$ cat config.mk
export PLATFORM = sky130hd
export DESIGN_NAME = pattern_count_engine
export DESIGN_NICKNAME = d
export VERILOG_FILES = /design/src/rtl/pattern_count_engine.sv
export SDC_FILE = /design/constraint.sdc
export NUM_CORES = 1
export LEC_CHECK = 0
export CORE_ASPECT_RATIO = 0.5
export CORE_UTILIZATION = 54
export CTS_CLUSTER_SIZE = 8
export DETAILED_ROUTE_END_ITERATION = 8
export HOLD_SLACK_MARGIN = 0.08
export MAX_ROUTING_LAYER = met4
export PLACE_DENSITY = 0.8
export SKIP_CTS_REPAIR_TIMING = 1
export SYNTH_ARGS = -nofsm -noshare
export SYNTH_HDL_FRONTEND = slang
export SYNTH_SLANG_ARGS = --single-unit
$ cat constraint.sdc
create_clock -name clk -period 3.81 [get_ports clk]
set_clock_uncertainty 0.05 [all_clocks]
set_input_delay 0.381 -clock clk [delete_from_list [all_inputs] [get_ports clk]]
set_output_delay 0.381 -clock clk [all_outputs]
set_load 0.02 [all_outputs]
$ cat src/rtl/pattern_count_engine.sv
// Pattern-count responder: reads a 5-bit pattern and a message, counts pattern hits
// three ways and writes the counts back. Optional byte-crossing count: PATCNT_CROSS_EN.
module pattern_count_engine #(
   parameter int NUM_BYTES = 32,
   parameter int PAT_ADDR  = 32,
   parameter int RES_ADDR  = 33
) (
   input  logic       clk,
   input  logic       reset,
   input  logic       req,
   output logic       done,
   output logic [7:0] mem_addr,
   input  logic [7:0] mem_rd_data,
   output logic       mem_wr_en,
   output logic [7:0] mem_wr_data
);

   localparam int IDX_W = (NUM_BYTES > 1) ? $clog2(NUM_BYTES) : 1;
   localparam logic [IDX_W-1:0] LAST_IDX = IDX_W'(NUM_BYTES - 1);
   localparam logic [7:0] PAT_A  = 8'(PAT_ADDR);
   localparam logic [7:0] RES_A0 = 8'(RES_ADDR);
   localparam logic [7:0] RES_A1 = 8'(RES_ADDR + 1);

   typedef enum logic [2:0] {
      IDLE = 3'd0,
      LOAD = 3'd1,
      SCAN = 3'd2,
      WR0  = 3'd3,
      WR1  = 3'd4,
`ifdef PATCNT_CROSS_EN
      WR2  = 3'd5,
`endif
      DONE = 3'd6
   } state_t;

   state_t           state_reg;
   state_t           state_next;
   logic [IDX_W-1:0] idx_reg;
   logic [4:0]       pat_reg;
   logic [7:0]       ctb_reg;
   logic [7:0]       cto_reg;

   // Windows fully inside the current byte
   logic [3:0] byte_hit;
   logic [2:0] byte_cnt;

   genvar gi;
   generate
      for (gi = 0; gi < 4; gi++) begin : g_byte_win
         assign byte_hit[gi] = (mem_rd_data[gi +: 5] == pat_reg);
      end
   endgenerate

   always_comb begin
      byte_cnt = '0;
      for (int k = 0; k < 4; k++) begin
         byte_cnt = byte_cnt + {2'b00, byte_hit[k]};
      end
   end

`ifdef PATCNT_CROSS_EN
   localparam logic [7:0] RES_A2 = 8'(RES_ADDR + 2);

   logic [7:0]  cts_reg;
   logic [7:0]  prev_reg;
   logic [15:0] win;
   logic [7:0]  cross_hit;
   logic [3:0]  cross_cnt;
   logic [7:0]  cts_add;

   assign win = {prev_reg, mem_rd_data};

   // The eight windows that start inside the previous byte
   generate
      for (gi = 0; gi < 8; gi++) begin : g_cross_win
         assign cross_hit[gi] = (win[15-gi -: 5] == pat_reg);
      end
   endgenerate

   always_comb begin
      cross_cnt = '0;
      for (int k = 0; k < 8; k++) begin
         cross_cnt = cross_cnt + {3'b000, cross_hit[k]};
      end
   end

   // Last byte also contributes the windows starting inside it, which are exactly byte_hit
   always_comb begin
      cts_add = '0;
      if (idx_reg != '0) begin
         cts_add = cts_add + {4'b0000, cross_cnt};
      end
      if (idx_reg == LAST_IDX) begin
         cts_add = cts_add + {5'b00000, byte_cnt};
      end
   end
`endif

   always_comb begin
      state_next = state_reg;
      unique case (state_reg)
         IDLE:    if (req) state_next = LOAD;
         LOAD:    state_next = SCAN;
         SCAN:    if (idx_reg == LAST_IDX) state_next = WR0;
         WR0:     state_next = WR1;
`ifdef PATCNT_CROSS_EN
         WR1:     state_next = WR2;
         WR2:     state_next = DONE;
`else
         WR1:     state_next = DONE;
`endif
         DONE:    if (req) state_next = LOAD;
         default: state_next = IDLE;
      endcase
   end

   always_ff @(posedge clk) begin
      if (!reset) begin
         state_reg <= IDLE;
         idx_reg   <= '0;
         pat_reg   <= '0;
         ctb_reg   <= '0;
         cto_reg   <= '0;
`ifdef PATCNT_CROSS_EN
         cts_reg   <= '0;
         prev_reg  <= '0;
`endif
      end else begin
         state_reg <= state_next;
         unique case (state_reg)
            IDLE, DONE: begin
               if (req) begin
                  idx_reg  <= '0;
                  ctb_reg  <= '0;
                  cto_reg  <= '0;
`ifdef PATCNT_CROSS_EN
                  cts_reg  <= '0;
                  prev_reg <= '0;
`endif
               end
            end
            LOAD: pat_reg <= mem_rd_data[4:0];
            SCAN: begin
               ctb_reg <= ctb_reg + {5'b00000, byte_cnt};
               if (byte_cnt != '0) begin
                  cto_reg <= cto_reg + 8'd1;
               end
               idx_reg <= idx_reg + 1'b1;
`ifdef PATCNT_CROSS_EN
               cts_reg  <= cts_reg + cts_add;
               prev_reg <= mem_rd_data;
`endif
            end
            default: ;
         endcase
      end
   end

   // The write strobe is also held off while reset is asserted so an aborted run never commits
   always_comb begin
      done        = 1'b0;
      mem_addr    = 8'd0;
      mem_wr_en   = 1'b0;
      mem_wr_data = 8'd0;
      unique case (state_reg)
         LOAD: mem_addr = PAT_A;
         SCAN: mem_addr = 8'(idx_reg);
         WR0: begin
            mem_addr    = RES_A0;
            mem_wr_en   = reset;
            mem_wr_data = ctb_reg;
         end
         WR1: begin
            mem_addr    = RES_A1;
            mem_wr_en   = reset;
            mem_wr_data = cto_reg;
         end
`ifdef PATCNT_CROSS_EN
         WR2: begin
            mem_addr    = RES_A2;
            mem_wr_en   = reset;
            mem_wr_data = cts_reg;
         end
`endif
         DONE:    done = 1'b1;
         default: ;
      endcase
   end

endmodule

==> results of run 1 <==
layout make-up:
| cell class | instances | area share, % |
|---|---|---|
| clock buffer | 7 | 3.61 |
| timing repair buffer | 34 | 13.4 |
| tap | 48 | 2.51 |
| clock inverter | 1 | 1.26 |
| sequential | 29 | 24.3 |
| inverter | 14 | 2.20 |
| multi-input combinational | 186 | 52.8 |
how the worst min path moves through the flow:
stage               startpoint          to  slack, ns  depth (start not counted)
global placement    cto_reg[6]  cto_reg[6]       0.41                          2
detailed placement  cto_reg[6]  cto_reg[6]       0.43                          2
finish              ctb_reg[7]  ctb_reg[7]       0.44                          2
global route        ctb_reg[7]  ctb_reg[7]       0.47                          2
floorplan           ctb_reg[7]  ctb_reg[7]       0.39                          2
CTS                 cto_reg[6]  cto_reg[6]       0.44                          2
through the flow:
step / setup slack (ns) / area, um^2 / total power, mW / cells
finish: 0.0655 / 2390 / 0.787 / 319
global route: -0.0284 / 2390 / 0.824 / 319
CTS: 0.115 / 2370 / 0.787 / 319
detailed placement: -0.117 / 2250 / 0.458 / 311
global placement: 0.0230 / 2250 / 0.454 / 311
floorplan: 0.410 / 1950 / 0.419 / 246
cell usage after synthesis, types with 3 or more instances:
| library cell | instances | share of area (%) |
|---|---|---|
| sky130_fd_sc_hd__nor2b_1 | 4 | 1.3 |
| sky130_fd_sc_hd__nand3_1 | 11 | 2.8 |
| sky130_fd_sc_hd__xor2_1 | 9 | 4.0 |
| sky130_fd_sc_hd__nand2_1 | 18 | 3.5 |
| sky130_fd_sc_hd__xnor2_1 | 14 | 6.3 |
| sky130_fd_sc_hd__inv_1 | 13 | 2.5 |
| sky130_fd_sc_hd__mux2i_1 | 7 | 3.6 |
| sky130_fd_sc_hd__a21oi_1 | 21 | 5.4 |
| sky130_fd_sc_hd__clkbuf_1 | 12 | 2.3 |
| sky130_fd_sc_hd__nor2_1 | 17 | 3.3 |
| sky130_fd_sc_hd__nor3b_1 | 3 | 1.2 |
| sky130_fd_sc_hd__o31ai_1 | 5 | 1.9 |
| sky130_fd_sc_hd__ha_1 | 8 | 5.1 |
| sky130_fd_sc_hd__dfxtp_1 | 29 | 30 |
| sky130_fd_sc_hd__and3_1 | 3 | 0.96 |
| sky130_fd_sc_hd__o21ai_0 | 9 | 2.3 |
| sky130_fd_sc_hd__nand2b_1 | 6 | 1.9 |
| sky130_fd_sc_hd__a31oi_1 | 3 | 0.96 |
| sky130_fd_sc_hd__or4_1 | 5 | 1.9 |
| sky130_fd_sc_hd__and2_1 | 4 | 1.3 |
| sky130_fd_sc_hd__nor3_1 | 5 | 1.3 |
| sky130_fd_sc_hd__a22o_1 | 3 | 1.3 |
report_power, final:
| part | internal (mW) | total [mW] | leakage, nW | switching (mW) |
|---|---|---|---|---|
| clock | 0.213 | 0.332 | 0.0585 | 0.119 |
| sequential | 0.311 | 0.327 | 0.234 | 0.0162 |
| combinational | 0.0562 | 0.128 | 0.554 | 0.0722 |
cells by family (layout without fill, tap and decap cells):
logic type / count (synthesis) / after routing / share of synthesized area [%]
simple gates: 86 / 86 / 23.0
compound gates: 58 / 58 / 19.2
buf+inv: 31 / 56 / 6.74
flops: 29 / 29 / 29.8
xor+xnor: 23 / 23 / 10.3
fa+ha+maj: 10 / 10 / 7.19
mux: 7 / 7 / 3.59
other cells: 1 / 2 / 0.192
cells in the final DEF (no fill, tap or decap), types with 3 or more instances in the layout:
master,n
sky130_fd_sc_hd__a21oi_1,21
sky130_fd_sc_hd__a22o_1,3
sky130_fd_sc_hd__a31oi_1,3
sky130_fd_sc_hd__and2_1,4
sky130_fd_sc_hd__and3_1,3
sky130_fd_sc_hd__buf_4,8
sky130_fd_sc_hd__clkbuf_8,6
sky130_fd_sc_hd__clkdlybuf4s50_1,26
sky130_fd_sc_hd__dfxtp_1,29
sky130_fd_sc_hd__ha_1,8
sky130_fd_sc_hd__inv_1,13
sky130_fd_sc_hd__mux2i_1,7
sky130_fd_sc_hd__nand2_1,18
sky130_fd_sc_hd__nand2b_1,6
sky130_fd_sc_hd__nand3_1,11
sky130_fd_sc_hd__nor2_1,17
sky130_fd_sc_hd__nor2b_1,4
sky130_fd_sc_hd__nor3_2,3
sky130_fd_sc_hd__nor3b_1,3
sky130_fd_sc_hd__o21ai_0,9
sky130_fd_sc_hd__o31ai_1,5
sky130_fd_sc_hd__or4_1,5
sky130_fd_sc_hd__xnor2_1,14
sky130_fd_sc_hd__xor2_1,9
worst max-delay path: cells and delay by family:
kind / cells / cell delay (ns)
AOI/OAI and AO/OA: 4 / 0.93
xor gates and xnor gates: 1 / 0.16
adders and majority gates: 4 / 1.41
buffers and inverters: 2 / 0.66
and+or+nand+nor: 2 / 0.34
layer usage:
layer	share of wire, %	GRT usage (%)	vias to the layer above
li1	-	-	909
met1	48	35.5	870
met2	45	44.3	57
met3	5.2	7.28	13
met4	1.3	8.33	0
met5	0	-	-
==> flow_summary.ini, run 1 <==
[synth]
netlist_instances = 245
ys_types = 50
synth-seq-cells = 29
netlist_area_um2 = 1950
dominantRegCellSynth = sky130_fd_sc_hd__dfxtp_1
share_of_flip_flops_with_an_asynchronous_set_or_reset_after_synthesis_pct = 0
synth-edff-count = 0
avgSynthCellArea_um2 = 7.96
synth.yosys.seq_area_share_pct = 29.8
yosysWarningCount = 0

[setup_path]
critical_path.endpoint_type = flop
crit_slowest_cell = sky130_fd_sc_hd__clkdlybuf4s50_1
timing_worst_setup_path_type = input pin to flop
timing.critical_path.fanout_max = 5
worstReg2RegStart = pat_reg[0]
cell_depth_of_the_worst_flop_to_flop_path = 12
critPathRequiredTime_ns = 3.94
crit_path_cell_trace = clkdlybuf4s50_1, xnor2_1, nand3_1, nor3_2, fa_1, ha_1, ha_1, inv_1, fa_1, o2bb2ai_1, a21oi_1, o31a_1, a311oi_1
arrival_ns = 3.87
worst-r2r-setup-slack_ns = 0.29
cp_slowest_stage_delay_ns = 0.59
crit_path_start_kind = input pin
worstSetupStartpoint = mem_rd_data[3]
worst_setup_path_endpoint = ctb_reg[4]
r2r_end = ctb_reg[4]

[finish]
multi_input_comb_area_um2 = 1260
ff_latch_area_um2 = 581
syn_to_final_growth_pct = 22.7
final_net_count = 291
layout-drive-gt1-share_pct = 7.75
antenna-diode-count = 0
total_of_fill_cells_in_the_finished_design = 243
post-route-util_pct = 74.6

[clocking]
cts_made_buffers = 5
numClockSinks = 29
clock_tree.root_cell = sky130_fd_sc_hd__clkbuf_8
cts_max_path_buffers = 2
worst_skew_pair.late_latency_ns = 0.28
clock_tree.htree_level_count = 2
clock_tree_from_tritoncts = built
clock_slew_at_reported_path_ffs_ns = 0.06

[run_status]
run_status = finished clean

[floorplan]
chipHeight_um = 44.5
die_area_um2 = 3870
num_io_pins = 29
die_w_um = 87.0
initial_core_util_pct = 60.8
core-area_um2 = 3210
row_count = 14

[run]
maxCapViolations = 0

[route]
drt_iter0_markers = 150
antenna_left = 0
via_count_normalized_by_instance_count = 5.80
wirelength_mm = 4.64
route.vias.total = 1849
detail_route.wl_per_cell_um = 14.6
first_pass_iters = 4
drcViolationCount = 0

[grt]
antenna_found_initial = 0
gr-usage-all-layers_pct = 28.0
gr-total-overflow = 0
grt_first_pass_wirelength_mm = 7.86
number_of_global_route_vias_before_repair = 1675
largest_net_degree_at_the_start_of_global_routing = 19

[timing]
post-route-min-period_ns = 3.74
timing.final.max_slew_violations = 0
final-hold-violation-count = 0
timing.max_slew.rel_slack_pct = 53.3
timing.fmax_mhz = 267
final.period_utilization_pct = 98.3
final-setup-viol-count = 0
setup-tns-final_ns = 0
worst-slew-pin-transition_ns = 0.698
hold_slack_ns = 0.443

[pwr]
power_density_of_the_placed_cells_nw_per_um2 = 329
leakage_nw = 0.847
worst_ir_drop_vdd_uv = 159

[min_path]
hp-class = flop to flop

[placement]
hpwl_mm = 3.39
routabilityCongestion = 0.890
io_buffer_count = 26
No activity file was read; power rests on OpenSTA's default activity.
==> run 2: changes to the inputs <==
--- a/config.mk
+++ b/config.mk
@@ -12,6 +12,7 @@
 export HOLD_SLACK_MARGIN = 0.08
 export MAX_ROUTING_LAYER = met4
 export PLACE_DENSITY = 0.8
+export SETUP_SLACK_MARGIN = 0.2
 export SKIP_CTS_REPAIR_TIMING = 1
 export SYNTH_ARGS = -nofsm -noshare
 export SYNTH_HDL_FRONTEND = slang
==> run 2 against run 1 <==
Compared with the run above: utilization is 1.5 points higher; clock power hardly changed; critical path depth stayed put; register-to-register slack better by 0.08 ns; power is 0.16% lower; sequential share of layout area is 0.47 points lower; largest cell class unchanged; largest power group unchanged; fmax is 6.0% higher; die area stayed put.
==> flow_summary.ini, run 2 (synthesized netlist as in run 1, its figures left out) <==
[timing]
final-hold-violation-count = 0
worst-slew-pin-transition_ns = 0.687
final.period_utilization_pct = 92.7
rsz_0062_raised_after_global_routing = no
timing.fmax_mhz = 283
post-route-min-period_ns = 3.53
final-setup-viol-count = 0
timing.final.max_slew_violations = 0
timing.max_slew.rel_slack_pct = 54.0

[setup_path]
crit_slowest_cell = sky130_fd_sc_hd__clkdlybuf4s50_1
r2r_end = ctb_reg[4]
crit_path_cell_trace = clkdlybuf4s50_1, xnor2_1, nand3_1, nor3_2, fa_1, ha_1, ha_1, inv_1, fa_2, nor3b_2, a21oi_2, o31a_1, a311oi_1
timing.critical_path.mode_cell = sky130_fd_sc_hd__ha_1
worstReg2RegStart = pat_reg[0]
cell_depth_of_the_worst_flop_to_flop_path = 12
cp_slowest_stage_delay_ns = 0.50
timing.critical_path.fanout_max = 4
worst-r2r-setup-slack_ns = 0.37
crit_path_start_kind = input pin
timing_worst_setup_path_type = input pin to flop
critPathRequiredTime_ns = 3.93
arrival_ns = 3.65
critical_path.endpoint_type = flop

[route]
met2RoutedLength_mm = 2.21
met3_wirelength_um = 376
dr.max_layer_used = met4
drt_iter0_markers = 166
route.vias.total = 1871
wirelength_mm = 4.81
routedLengthMet1_mm = 2.16
antenna_left = 0
drcViolationCount = 0
via_count_normalized_by_instance_count = 5.87
first_pass_iters = 4
detail_route.wl_per_cell_um = 15.1

[grt]
number_of_global_route_vias_before_repair = 1675
gr-usage-all-layers_pct = 28.0
antenna_found_initial = 0
gr-total-overflow = 0
grt_first_pass_wirelength_mm = 7.86
largest_net_degree_at_the_start_of_global_routing = 19

[pwr]
design_power_total_mw = 0.786
worst_ir_drop_vdd_uv = 152
leakage_nw = 0.877
power_density_of_the_placed_cells_nw_per_um2 = 322

[min_path]
hold_path_end = pat_reg[4]
hold_path_startpoint = mem_rd_data[4]
hp-class = input pin to flop
worstHoldPathCells = 3

[finish]
total_of_fill_cells_in_the_finished_design = 236
antenna-diode-count = 0
final_cell_mix = 29 x sky130_fd_sc_hd__dfxtp_1, 24 x sky130_fd_sc_hd__clkdlybuf4s50_1, 20 x sky130_fd_sc_hd__a21oi_1
syn_to_final_growth_pct = 25.2
non_filler_cell_area_final_um2 = 2440
layout-drive-gt1-share_pct = 9.96
mostFrequentLayoutCell = sky130_fd_sc_hd__dfxtp_1
final_net_count = 291

[floorplan]
initial_core_util_pct = 60.8
chipHeight_um = 44.5
die_w_um = 87.0
row_count = 14
core-area_um2 = 3210
die_area_um2 = 3870
num_io_pins = 29

[run]
maxCapViolations = 0

[clocking]
worst_skew_pair.late_latency_ns = 0.28
clock_tree_from_tritoncts = built
clock_slew_at_reported_path_ffs_ns = 0.06
numClockSinks = 29
clock_tree.root_cell = sky130_fd_sc_hd__clkbuf_8
cts_max_path_buffers = 2
cts_made_buffers = 5
clock_tree.htree_level_count = 2

[placement]
post_dp_cell_area_um2 = 2250
routabilityCongestion = 0.890
hpwl_mm = 3.39
io_buffer_count = 26

[run_status]
run_status = finished clean
==> run 2: routing by layer <==
layer	global-route usage, %	vias to the layer above
met5	-	-
met4	8.33	0
met3	7.28	13
met2	44.3	76
met1	35.5	874
li1	-	908
==> run 2: critical path, delay by kind of cell <==
| family | cells | cell delay (ns) |
|---|---|---|
| simple gates | 3 | 0.53 |
| fa+ha+maj | 4 | 1.39 |
| buf+inv | 2 | 0.57 |
| compound gates | 3 | 0.65 |
| xor+xnor | 1 | 0.13 |
==> run 2: power by group <==
part	switching (mW)	internal, mW
clock network	0.117	0.213
registers	0.0164	0.311
logic	0.0732	0.0559
==> run 2: worst max path at each step <==
stage / slack [ns] / end / start / cells after the start
floorplan: 0.41 / ctb_reg[6] / mem_rd_data[3] / 13
global placement: 0.02 / ctb_reg[6] / mem_rd_data[3] / 13
detailed placement: -0.12 / ctb_reg[5] / mem_rd_data[3] / 13
CTS: 0.12 / ctb_reg[4] / mem_rd_data[3] / 13
global route: 0.12 / ctb_reg[6] / mem_rd_data[0] / 13
finish: 0.28 / ctb_reg[4] / mem_rd_data[6] / 13
==> run 2: stage by stage <==
step	TNS, ns	hold slack, ns	std cells	setup slack [ns]	util (%)
6_report	0	0.408	319	0.276	76.1
5_1_grt	0	0.453	319	0.124	76.1
4_1_cts	0	0.442	319	0.115	74.0
3_5_place_dp	-0.430	0.430	311	-0.117	70.3
3_3_place_gp	0	0.412	311	0.0230	70.3
2_1_floorplan	0	0.393	246	0.410	-
==> run 2: cell type report <==
class                   instances  area, um^2  share of cell area [%]
multi-input cells             186        1310                    53.5
flip-flops and latches         29         581                    23.8
repair buffers                 34         325                    13.3
clock buffers                   7        86.3                    3.54
well taps                      48        60.1                    2.46
inverters                      14        52.6                    2.15
clock inverters                 1        30.0                    1.23
